`config.mk`:
```
export PLATFORM = sky130hd
export DESIGN_NAME = conv_scan_ctrl
export DESIGN_NICKNAME = d
export VERILOG_FILES = /design/src/rtl/cnn_pkg.sv /design/src/rtl/conv_idx_counter.sv /design/src/rtl/conv_scan_ctrl.sv
export SDC_FILE = /design/constraint.sdc
export NUM_CORES = 1
export LEC_CHECK = 0
export ABC_CLOCK_PERIOD_IN_PS = 5100
export CAP_MARGIN = 30
export CORE_ASPECT_RATIO = 0.75
export CORE_MARGIN = 8
export CORE_UTILIZATION = 45
export DETAILED_ROUTE_END_ITERATION = 7
export GPL_ROUTABILITY_DRIVEN = 0
export HOLD_SLACK_MARGIN = 0.06
export PLACE_DENSITY = 0.76
export SLEW_MARGIN = 30
export SYNTH_ARGS = -nofsm -noshare
export SYNTH_HDL_FRONTEND = slang
export SYNTH_SLANG_ARGS = --single-unit
export TNS_END_PERCENT = 20
```
`constraint.sdc`:
```
create_clock -name clk -period 5.1 [get_ports clk]
set_input_delay 0.765 -clock clk [delete_from_list [all_inputs] [get_ports clk]]
set_output_delay 0.765 -clock clk [all_outputs]
set_load 0.005 [all_outputs]
```
`src/rtl/cnn_pkg.sv`:
```
// cnn_pkg: definitions shared by the convolution sequencer and the datapath.
//   - scan_state_e : sequencer FSM states
//   - *_DEF        : default feature-map / kernel geometry
//   - out_dim()    : output extent for stride 1, no padding
//   - widx_w()     : width of the weight index (at least 1 bit)
package cnn_pkg;

    typedef enum logic [1:0] {
        IDLE = 2'd0,
        RUN  = 2'd1,
        DONE = 2'd2
    } scan_state_e;

    localparam int IMG_W_DEF = 28;
    localparam int IMG_H_DEF = 28;
    localparam int K_DEF     = 3;

    function automatic int out_dim(input int img, input int k);
        return img - k + 1;
    endfunction

    // A 1x1 kernel has a single weight, but a zero-width index port is illegal.
    function automatic int widx_w(input int k);
        return (k * k > 1) ? $clog2(k * k) : 1;
    endfunction

endpackage

```
`src/rtl/conv_idx_counter.sv`:
```
// conv_idx_counter: modulo-N counter used as one digit of the scan index.
//   clk, rst : clock, synchronous active-high reset
//   clr      : force value to 0 (wins over en)
//   en       : advance by one
//   value    : current count, 0..N-1
//   wrap     : en && value==N-1; feeds the next digit's en
module conv_idx_counter #(
    parameter int N = 3,
    parameter int W = 7
) (
    input  logic         clk,
    input  logic         rst,
    input  logic         clr,
    input  logic         en,
    output logic [W-1:0] value,
    output logic         wrap
);

    logic [W-1:0] value_q, value_d;

    assign wrap  = en && (value_q == W'(N - 1));
    assign value = value_q;

    always_comb begin
        value_d = value_q;
        if (clr || wrap) begin
            value_d = '0;
        end else if (en) begin
            value_d = value_q + W'(1);
        end
    end

    always_ff @(posedge clk) begin
        if (rst) value_q <= '0;
        else     value_q <= value_d;
    end

endmodule

```
`src/rtl/conv_scan_ctrl.sv`:
```
// conv_scan_ctrl: walks every output position of an IMG_H x IMG_W map and every
// tap of a K x K kernel, emitting one pixel address + weight index per beat.
//   start / abort        : begin a scan (IDLE only) / cancel it (RUN only)
//   tap_valid, tap_ready : beat handshake; nothing moves while tap_ready=0
//   busy, done           : RUN indicator, one-cycle completion pulse
//   pix_addr, w_idx      : (out_row+kr)*IMG_W + out_col+kc, kr*K + kc
//   acc_first, acc_last  : first / last tap of the current window
//   out_row, out_col     : current output position
module conv_scan_ctrl
    import cnn_pkg::*;
#(
    parameter  int IMG_W  = IMG_W_DEF,
    parameter  int IMG_H  = IMG_H_DEF,
    parameter  int K      = K_DEF,
    parameter  int ADDR_W = 10,
    localparam int WIDX_W = widx_w(K)
) (
    input  logic              clk,
    input  logic              rst,
    input  logic              start,
    input  logic              abort,
    input  logic              tap_ready,
    output logic              busy,
    output logic              done,
    output logic              tap_valid,
    output logic [ADDR_W-1:0] pix_addr,
    output logic [WIDX_W-1:0] w_idx,
    output logic              acc_first,
    output logic              acc_last,
    output logic [6:0]        out_row,
    output logic [6:0]        out_col
);

    localparam int OUT_W = out_dim(IMG_W, K);
    localparam int OUT_H = out_dim(IMG_H, K);

    scan_state_e       state_q, state_d;
    logic [ADDR_W-1:0] win_base_q, win_base_d;  // address of tap (0,0) of the window
    logic [ADDR_W-1:0] row_base_q, row_base_d;  // address of tap (kr,0)
    logic [ADDR_W-1:0] pix_addr_q, pix_addr_d;
    logic [WIDX_W-1:0] w_idx_q, w_idx_d;
    logic busy_q, busy_d, done_q, done_d, valid_q, valid_d;
    logic first_q, first_d, last_q, last_d;

    logic       hs, clr_cnt, run_d;
    logic       kc_wrap, kr_wrap, col_wrap, row_wrap;
    logic [6:0] kc_val, kr_val, kc_n, kr_n;

    // abort outranks a handshake in the same cycle
    assign hs = (state_q == RUN) && tap_ready && !abort;

    conv_idx_counter #(.N(K), .W(7)) u_kc (
        .clk(clk), .rst(rst), .clr(clr_cnt), .en(hs),
        .value(kc_val), .wrap(kc_wrap));
    conv_idx_counter #(.N(K), .W(7)) u_kr (
        .clk(clk), .rst(rst), .clr(clr_cnt), .en(kc_wrap),
        .value(kr_val), .wrap(kr_wrap));
    conv_idx_counter #(.N(OUT_W), .W(7)) u_col (
        .clk(clk), .rst(rst), .clr(clr_cnt), .en(kr_wrap),
        .value(out_col), .wrap(col_wrap));
    conv_idx_counter #(.N(OUT_H), .W(7)) u_row (
        .clk(clk), .rst(rst), .clr(clr_cnt), .en(col_wrap),
        .value(out_row), .wrap(row_wrap));

    always_comb begin
        state_d    = state_q;
        win_base_d = win_base_q;
        row_base_d = row_base_q;
        pix_addr_d = pix_addr_q;
        clr_cnt    = 1'b0;
        unique case (state_q)
            IDLE: begin
                if (start && !abort) state_d = RUN;
            end
            RUN: begin
                if (abort) begin
                    state_d    = IDLE;
                    clr_cnt    = 1'b1;
                    win_base_d = '0;
                    row_base_d = '0;
                    pix_addr_d = '0;
                end else if (hs) begin
                    if (row_wrap) begin
                        state_d    = DONE;
                        win_base_d = '0;
                        row_base_d = '0;
                        pix_addr_d = '0;
                    end else if (col_wrap) begin
                        // col OUT_W-1 -> 0 and row+1: net move is IMG_W-(OUT_W-1) = K
                        win_base_d = win_base_q + ADDR_W'(K);
                        row_base_d = win_base_d;
                        pix_addr_d = win_base_d;
                    end else if (kr_wrap) begin
                        win_base_d = win_base_q + ADDR_W'(1);
                        row_base_d = win_base_d;
                        pix_addr_d = win_base_d;
                    end else if (kc_wrap) begin
                        row_base_d = row_base_q + ADDR_W'(IMG_W);
                        pix_addr_d = row_base_d;
                    end else begin
                        pix_addr_d = pix_addr_q + ADDR_W'(1);
                    end
                end
            end
            DONE: state_d = IDLE;
            default: state_d = IDLE;
        endcase

        // Tap position after this edge, so the strobes and w_idx register
        // alongside the counters.
        kc_n = (clr_cnt || kc_wrap) ? 7'd0 : kc_val + 7'(hs);
        kr_n = (clr_cnt || kr_wrap) ? 7'd0 : kr_val + 7'(kc_wrap);

        run_d   = (state_d == RUN);
        busy_d  = run_d;
        valid_d = run_d;
        done_d  = (state_d == DONE);
        w_idx_d = WIDX_W'(int'(kr_n) * K + int'(kc_n));
        first_d = run_d && (kc_n == 7'd0) && (kr_n == 7'd0);
        last_d  = run_d && (kc_n == 7'(K - 1)) && (kr_n == 7'(K - 1));
    end

    always_ff @(posedge clk) begin
        if (rst) begin
            state_q    <= IDLE;
            win_base_q <= '0;
            row_base_q <= '0;
            pix_addr_q <= '0;
            w_idx_q    <= '0;
            busy_q     <= 1'b0;
            done_q     <= 1'b0;
            valid_q    <= 1'b0;
            first_q    <= 1'b0;
            last_q     <= 1'b0;
        end else begin
            state_q    <= state_d;
            win_base_q <= win_base_d;
            row_base_q <= row_base_d;
            pix_addr_q <= pix_addr_d;
            w_idx_q    <= w_idx_d;
            busy_q     <= busy_d;
            done_q     <= done_d;
            valid_q    <= valid_d;
            first_q    <= first_d;
            last_q     <= last_d;
        end
    end

    assign busy      = busy_q;
    assign done      = done_q;
    assign tap_valid = valid_q;
    assign pix_addr  = pix_addr_q;
    assign w_idx     = w_idx_q;
    assign acc_first = first_q;
    assign acc_last  = last_q;

endmodule

```
Word level (Yosys, flattened, before mapping)
Cells that the tools add are included.
{"block": "word_totals", "register_bits": 68, "in_bits": 5, "out_inout_bits": 33, "wordCells": 89}
{"block": "op_classes", "add_sub_neg": 11, "multipliers": 1, "n_eq_ne": 9, "mux": 26, "n_reduce_logical": 29}
{"op": "2-to-1 mux 10 bit", "count": 17}
{"op": "adder 7 x 1 -> 7 bit (second input constant)", "count": 4}
{"op": "equality test 7 x 2 -> 1 bit (second input constant)", "count": 4}
{"op": "adder 10 x 1 -> 10 bit (second input constant)", "count": 2}
{"op": "adder 7 x 1 -> 7 bit", "count": 2}
{"op": "equality test 7 x 5 -> 1 bit (second input constant)", "count": 2}
{"op": "zero test 7 bit", "count": 2}
{"op": "2-to-1 mux 7 bit", "count": 2}
{"op": "logical AND 1 bit", "count": 11}
{"op": "adder 10 x 2 -> 10 bit (second input constant)", "count": 1}
{"op": "adder 10 x 5 -> 10 bit (second input constant)", "count": 1}
{"op": "2-to-1 mux 2 bit", "count": 4}
{"op": "OR reduction 2 bit", "count": 4}
{"op": "multiplier 7 x 2 -> 4 bit (second input constant)", "count": 1}
{"op": "AND reduction 3 bit", "count": 2}
{"op": "nonzero test 5 bit", "count": 1}
{"op": "adder 4 bit", "count": 1}
{"op": "equality test 2 x 1 -> 1 bit (second input constant)", "count": 2}
{"op": "logical OR 1 bit", "count": 4}
{"op": "one-hot mux 2 bit (2 select lines)", "count": 1}
{"op": "nonzero test 4 bit", "count": 1}
{"op": "equality test 2 bit (second input constant)", "count": 1}
{"op": "zero test 2 bit", "count": 1}
{"op": "2-to-1 mux 1 bit", "count": 2}
{"op": "3 further kinds", "count": 3}

Depth between registers and ports, before layout
Gate-level depths: netlist of the first run.
{"block": "depth", "ltp_word": 14, "ltp_mapped": 16, "mapped_depth_nobuf": 14}

Cells and area by module
From an unflattened synthesis of the first run, not the netlist that was laid out.
{"block": "unflattened", "hier_cells": 528, "area_unflattened_um2": 4334.2}
{"mod": "conv_scan_ctrl", "n_inst": 1, "cells_per_inst": 384, "area_each_um2": 2985.4}
{"mod": "conv_idx_counter at u_col ...", "n_inst": 2, "cells_per_inst": 36, "area_each_um2": 345.3}
{"mod": "conv_idx_counter at u_kc ...", "n_inst": 2, "cells_per_inst": 36, "area_each_um2": 329.1}

Worst setup path after synthesis of the first run
OpenSTA, ideal clock, no wires.
{"block": "synth_path", "kind": "input -> register", "start": "input port abort", "end": "register w_idx_q[3] (netlist: w_idx[3])", "arrival_time_ns": 3.979, "t_required_ns": 5.029, "setup_slack_ns": 1.051, "cell_stages": 16, "n_path_buf": 2, "cell_sequence": "nand4bb_1 inv_2 nand4_4 inv_2 buf_2 buf_1 ha_1 ha_1 xor2_1 nand2_1 inv_1 fa_1 fa_1 xnor2_1 or3_1 a21oi_1"}
{"block": "synth_between", "elab_chain_cells": 8, "word_cells_on_any_way": 14, "classes_between": "3 x add/sub; 1 x mul; 4 x mux; 6 x reduce/logical"}
{"item": "from (decl)", "line_no": "conv_scan_ctrl.sv:21", "text": "input logic abort,"}
{"item": "zero test 1 bit (*)", "line_no": "conv_scan_ctrl.sv:50", "text": "assign hs = (state_q == RUN) && tap_ready && !abort;"}
{"item": "logical AND 1 bit (*)", "line_no": "conv_scan_ctrl.sv:50"}
{"item": "logical AND 1 bit (*)", "line_no": "conv_idx_counter.sv:21", "text": "assign wrap = en && (value_q == W'(N - 1));"}
{"item": "net kc_wrap", "line_no": "conv_scan_ctrl.sv:46", "text": "logic kc_wrap, kr_wrap, col_wrap, row_wrap;"}
{"item": "branches (longest 4 deep; another with adder 7 x 1 -> 7 bit)"}
{"item": "adder 4 bit (*)", "line_no": "conv_scan_ctrl.sv:118", "text": "w_idx_d = WIDX_W'(int'(kr_n) * K + int'(kc_n));"}
{"item": "to (signal assigned)", "line_no": "conv_scan_ctrl.sv:140", "text": "w_idx_q <= w_idx_d;"}
{"item": "to (decl)", "line_no": "conv_scan_ctrl.sv:41", "text": "logic [WIDX_W-1:0] w_idx_q, w_idx_d;"}
Mark *: on every way through the listed nets, which the timed path passes.
A chain may end at the register's enable or synchronous reset.

Worst setup path after layout of the first run
{"block": "layout_path", "start": "input port abort", "end": "register w_idx_q[3] (netlist: w_idx[3])"}
{"block": "layout_between", "elab_chain_cells": 8, "word_cells_on_any_way": 14, "classes_between": "3 x add/sub; 1 x mul; 4 x mux; 6 x reduce/logical"}
{"item": "branches (longest 7 deep; another with adder 7 x 1 -> 7 bit)"}
{"item": "adder 4 bit (*)", "line_no": "conv_scan_ctrl.sv:118"}
Mark *: on every way between the ends.

==> key figures, run 1 <==
Timing
  • Final Max Tran Viols: 0
  • Period Utilization, post-route: 84.48%
  • FMAX: 232.1 MHz
  • Final hold viol count: 0
  • Setup Viol. Count Final: 0
  • Min Tclk post-route: 4.309 ns
  • Hold Slack: 0.4599 ns
  • Sum of negative setup slack: 0 ns
  • RSZ-0062 raised after global routing: no
  • Clock skew: 0.008392 ns
  • Worst Tran Pin Value: 0.8917 ns
  • Slew headroom: 39.80%

Run
  • Max-cap viol count: 0

Logic synthesis
  • Mapped cell area: 4140 µm²
  • Post-Syn Nets: 539
  • Mapped Avg Cell Area: 8.118 µm²
  • Synth async-reset ratio: 0%
  • Number of synthesized flops with an enable pin: 0
  • Synth area leaders: dfxtp_1, ha_1, xnor2_1
  • Synth Instances: 510
  • Register bit total from synthesis: 68
  • Top FF cell, synth: dfxtp_1
  • Synth cell types: 62
  • Ys Warns: 0
  • Area leader, netlist: dfxtp_1
  • Sequential area share after synthesis: 32.88%
  • Top-area cell type share of the netlist area: 32.88%

Layout
  • Sequential Area: 1361 µm²
  • Layout cells sized above 1: 5.730%
  • Fillers: 838
  • Commonest non-fill, non-tap cells in the layout: dfxtp_1, nor2_1, nand2_1
  • Commonest non-fill, non-tap cell in the layout: dfxtp_1
  • Layout net count: 567
  • Multi-input combinational cell area: 2594 µm²
  • Antenna diodes: 0
  • Syn-to-layout area delta: 17.26%

Die
  • Die footprint: 12560 µm²
  • IO Count: 38
  • Die H: 99.07 µm
  • Die Width: 126.8 µm
  • Area of the core: 9009 µm²
  • Starting density of the core: 45.96%
  • Num rows: 30

Detailed routing
  • ANT nets after route: 0
  • Routed WL: 10340 µm
  • DR vias/cell: 5.841
  • Routed via count: 3814
  • DRT iter0 DRCs: 382
  • Wirelength per Cell: 15.83 µm
  • Final routed DRC violation total: 0
  • Detailed Routing Iterations Pass 1: 5

Global routing
  • GR met1 Demand/Resource: 22.98%
  • Initial antenna violation count: 0
  • First-pass GRT wire length: 17230 µm
  • Met3 usage: 4.531%
  • Tot GR Track Use: 16.77%
  • Met2 Use GR: 23.98%
  • Vias in the first global route: 3477
  • Busiest grt layer: met2
  • GRT Residual Overflow: 0
  • Largest net degree at the start of global routing: 22

CTS
  • Root Driver: clkbuf_16
  • PostCTS Resize Cnt: 0
  • CTS Hold Buffers Added: 0
  • Clock latency on the worst-skew pair: 0.34 ns
  • Clock slew at reported path FFs: 0.05 ns
  • Clock sinks: 68
  • Clock buffer count from CTS: 9
  • Clock buffer depth: 2
  • Post-CTS Setup Inserts: 0
  • TritonCTS clock tree: built
  • H-Tree Depth: 3

Critical path
  • CP cell instances: clkdlybuf4s50_1 > nand4bb_1 > inv_2 > nand4_4 > inv_2 > ha_1 > ha_1 > xor2_1 > nand2_1 > inv_1 > fa_1 > fa_1 > xnor2_1 > or3_1 > a21oi_1
  • Setup crit end kind: flop
  • CP required: 5.37 ns
  • Max incr delay on CP: 0.47 ns
  • WP depth: 15
  • Crit path max-delay cell type: clkdlybuf4s50_1
  • CP Class: primary input to flop
  • Setup crit start kind: primary input
  • Crit path max-delay family: adder cells
  • Worst R2R Path Depth: 14
  • Critical Path AT: 4.58 ns
  • CP Buf/Inv Count: 4
  • Critical-path maximum fanout: 21

Power and ir drop
  • Lkg Pwr: 1.750 nW
  • VDD IR-drop max: 0.1603 mV
  • Power Density: 238.4 nW/µm²

Min path
  • Hold Path Class: flop to flop
  • Hold Path Depth: 2

Placement
  • HPWL Detailed: 7561 µm
  • Port bufs: 37

Status
  • Status: finished, final reports clean
-- synth_stat cells (14+ instances only) --
library cell and n:
xnor2_1 27, xor2_1 27, nand3_1 16, ha_1 21
clkbuf_1 14, a21oi_1 27, o21ai_0 17, nand4_1 19
dfxtp_1 68, nor2_1 60, inv_1 20, nand2_1 60
-- area by class of cell --
cell class	instances	area share [%]
Clock buffer	11	4.794
Clock inverter	3	0.8247
Inverter	22	1.701
Multi-Input combinational cell	396	53.43
Sequential cell	68	28.04
Tap cell	112	2.887
Timing Repair Buffer	41	8.325
-- worst paths after layout --
| path | start | end | slack (ns) |
|---|---|---|---|
| worst max-delay path | abort | w_idx[3] | 0.79 |
| worst min-delay path | row_base_q[1] | row_base_q[1] | 0.46 |
| worst min register to register | row_base_q[1] | row_base_q[1] | 0.46 |
| worst max register to register | state_q[1] | w_idx[3] | 1.36 |
-- per-stage QoR --
step / area, µm² / power (mW) / worst slack [ns] / utilization (%) / std cells
6_report: 4855 / 1.157 / 0.7914 / 53.89 / 653
5_1_grt: 4855 / 1.201 / 0.6035 / 53.89 / 653
4_1_cts: 4843 / 1.171 / 0.7867 / 53.76 / 652
3_5_place_dp: 4571 / 0.5797 / 0.4553 / 50.74 / 638
3_3_place_gp: 4571 / 0.5792 / 0.6359 / 50.74 / 638
2_1_floorplan: 4140 / 0.5653 / 1.051 / - / 510
-- registers in the layout (all words and copies together) (netlist names) --
register,cells
pix_addr,10
row_base_q,10
win_base_q,10
u_col.value,7
u_kc.value,7
u_kr.value,7
u_row.value,7
w_idx,4
state_q,2
acc_first,1
acc_last,1
done,1
tap_valid,1
-- logic make-up after synthesis --
family / after synthesis / synth area share [%]
xor gates and xnor gates: 54 / 11.42
muxes: 3 / 0.7253
DFF: 68 / 32.88
and+or+nand+nor: 215 / 26.50
buffers and inverters: 46 / 4.473
adders and majority gates: 24 / 7.797
AOI/OAI and AO/OA: 100 / 16.20
-- worst min-delay path, stage by stage, from the launching register on --
cell and delay, ns:
dfxtp_1 0.31, nand2_1 0.05, a21oi_1 0.05
-- power by group --
part / internal (mW) / switching, mW / leakage, nW
clock network: 0.371 / 0.218 / 0.135
registers: 0.534 / 0.00217 / 0.548
logic: 0.0120 / 0.0207 / 1.07
total: 0.917 / 0.241 / 1.75
-- layer usage --
metal	share of wire, %	wire length [µm]
met5	0	0
met4	1.9	196
met2	42	4339
met1	48	4996
met3	7.8	807
Power figures use the tool's default switching activity.
==> run 2: changes to the inputs <==
Settings changed: ABC_CLOCK_PERIOD_IN_PS 5100 to 4200.
Clock period 5.1 ns to 4.2 ns, I/O delays scaled along.
==> key figures, run 2 (synthesis results as in run 1) <==
Status
  • Status: finished, final reports clean

Critical path
  • CP cell instances: clkdlybuf4s50_1 > nand4bb_1 > inv_2 > nand4_4 > inv_2 > ha_1 > ha_1 > xor2_1 > nand2_1 > inv_1 > fa_1 > fa_1 > xnor2_1 > or3_1 > a21oi_1
  • Reg2Reg Setup Slack: 0.63 ns (-0.73 ns)
  • Crit path max-delay cell type: clkdlybuf4s50_1
  • Worst R2R Path Depth: 11 (-3)
  • CP required: 4.47 ns (-0.90 ns)
  • Setup crit end kind: flop
  • CP Class: primary input to flop
  • Critical-path maximum fanout: 11 (-48%)
  • Critical Path AT: 4.19 ns (-0.39 ns)
  • RR Endpoint: w_idx[3]
  • Max incr delay on CP: 0.46 ns (about the same)
  • R2R Path Start: u_kr.value[1]
  • Crit path max-delay family: adder cells
  • Setup crit start kind: primary input
  • CP Buf/Inv Count: 4 (unchanged)

CTS
  • Clock buffer count from CTS: 9 (unchanged)
  • Clock slew at reported path FFs: 0.06 ns (about the same)
  • Clock latency on the worst-skew pair: 0.34 ns (about the same)
  • Post-CTS Setup Inserts: 0 (unchanged)
  • Root Driver: clkbuf_16
  • Clock buffer depth: 2 (unchanged)
  • CTS Hold Buffers Added: 0 (unchanged)
  • Clock sinks: 68 (unchanged)
  • H-Tree Depth: 3 (unchanged)
  • PostCTS Resize Cnt: 0 (unchanged)
  • TritonCTS clock tree: built

Detailed routing
  • Detailed Routing Iterations Pass 1: 5 (unchanged)
  • Routed via count: 3920 (+2.8%)
  • ANT nets after route: 0 (unchanged)
  • Wirelength per Cell: 16.61 µm (+4.9%)
  • Final routed DRC violation total: 0 (unchanged)
  • Routed WL: 10910 µm (+5.5%)
  • DR vias/cell: 5.967 (+2.2%)
  • DRT iter0 DRCs: 460 (+20%)

Timing
  • Setup WS post-layout: 0.2814 ns (-0.5100 ns)
  • FMAX: 255.2 MHz
  • Clock skew: 0.005966 ns (-0.002426 ns)
  • Worst Tran Pin Value: 0.8519 ns (-0.03980 ns)
  • Final Max Tran Viols: 0 (unchanged)
  • Sum of negative setup slack: 0 ns (unchanged)
  • Period Utilization, post-route: 93.30%
  • RSZ-0062 raised after global routing: no
  • Setup Viol. Count Final: 0 (unchanged)
  • Min Tclk post-route: 3.919 ns
  • Final hold viol count: 0 (unchanged)
  • Hold Slack: 0.4860 ns (+0.02611 ns)
  • Slew headroom: 42.90% (+3.1 points)

Layout
  • Antenna diodes: 0 (unchanged)
  • Fillers: 824 (-1.7%)
  • Layout cells sized above 1: 6.422% (+0.69 points)
  • Commonest non-fill, non-tap cell in the layout: dfxtp_1
  • Syn-to-layout area delta: 17.50%
  • Sequential Area: 1361 µm² (unchanged)
  • Layout net count: 569 (+0.35%)
  • Commonest non-fill, non-tap cells in the layout: dfxtp_1, nor2_1, nand2_1
  • Multi-input combinational cell area: 2594 µm² (unchanged)

Die
  • IO Count: 38 (unchanged)
  • Starting density of the core: 45.96% (unchanged)
  • Die Width: 126.8 µm (unchanged)
  • Num rows: 30 (unchanged)
  • Area of the core: 9009 µm² (unchanged)
  • Die H: 99.07 µm (unchanged)
  • Die footprint: 12560 µm² (unchanged)

Power and ir drop
  • Comb pwr share: 2.9% (about the same)
  • Clock power share: 50.3% (-0.6 points)
  • Lkg Pwr: 1.759 nW (+0.52%)
  • Power Density: 285.8 nW/µm² (+20%)
  • Sequential Power Share: 46.8% (+0.5 points)
  • VDD IR-drop max: 0.1777 mV (+11%)
  • Switching part of the total: 22.60% (+1.8 points)
  • Pint: 1.076 mW (+17%)
  • Switching Power: 0.3142 mW (+31%)

Min path
  • Worst hold path endpoint: row_base_q[1]
  • Hold Path Depth: 2 (unchanged)
  • Hold Path Class: flop to flop
  • Hold Path Origin: row_base_q[1]

Global routing
  • Largest net degree at the start of global routing: 23 (+4.5%)
  • Tot GR Track Use: 17.48% (+0.71 points)
  • GRT Residual Overflow: 0 (unchanged)
  • First-pass GRT wire length: 17860 µm (+3.7%)
  • Vias in the first global route: 3598 (+3.5%)
  • Initial antenna violation count: 0 (unchanged)

Placement
  • Dpl ws: -0.01569 ns (-0.4710 ns)
  • HPWL Detailed: 7882 µm (+4.2%)
  • Port bufs: 37 (unchanged)

Run
  • Max-cap viol count: 0 (unchanged)
## run 2: final cells by class
type | count | share of cell area, %
clock inverters | 4 | 0.5144
inverters | 22 | 1.698
clock buffers | 12 | 5.067
well taps | 112 | 2.881
repair buffers | 43 | 8.539
flip-flops and latches | 68 | 27.98
multi-input cells | 396 | 53.32
## run 2: power by group through the flow
stage | clock network [mW] | registers (mW) | logic (mW)
5_1_grt | 0.737 | 0.650 | 0.0438
4_1_cts | 0.709 | 0.650 | 0.0397
2_1_floorplan | 0 | 0.664 | 0.0225
3_5_place_dp | 0 | 0.664 | 0.0394
6_report | 0.700 | 0.650 | 0.0402
3_3_place_gp | 0 | 0.664 | 0.0388
## run 2: worst max path at each step
stage | from | cells after the start | slack, ns | endpoint
6_report | abort | 15 | 0.28 | w_idx[3]
4_1_cts | abort | 15 | 0.33 | w_idx[3]
5_1_grt | abort | 15 | 0.04 | w_idx[3]
3_3_place_gp | abort | 15 | 0.19 | w_idx[3]
3_5_place_dp | abort | 15 | -0.02 | w_idx[3]
2_1_floorplan | abort | 16 | 0.29 | w_idx[3]
## run 2: metrics by stage
stage               utilization (%)  power (mW)  area (µm²)  cells
finish                        54.00       1.390        4865    657
CTS                           54.00       1.399        4865    657
global route                  54.00       1.432        4865    657
global placement              50.99      0.7031        4593    641
floorplan                         -      0.6865        4140    510
detailed placement            50.99      0.7038        4593    641
## run 2: worst reg2reg max path, cell delays in order (launching register included)
cell and delay (ns):
dfxtp_1 0.52, ha_1 0.24, and4b_1 0.62, a21oi_1 0.23
buf_4 0.21, nand2_1 0.08, inv_1 0.06, fa_1 0.49
fa_1 0.46, xnor2_1 0.16, or3_1 0.31, a21oi_1 0.13
## run 2: routing by layer
layer  global-route usage, %  vias up  wire length, µm
li1                        -     1877                -
met1                   22.91     1843             4961
met2                   25.94      176             4773
met3                   6.095       24             1000
met4                   6.290        0              176
met5                       0        -                0
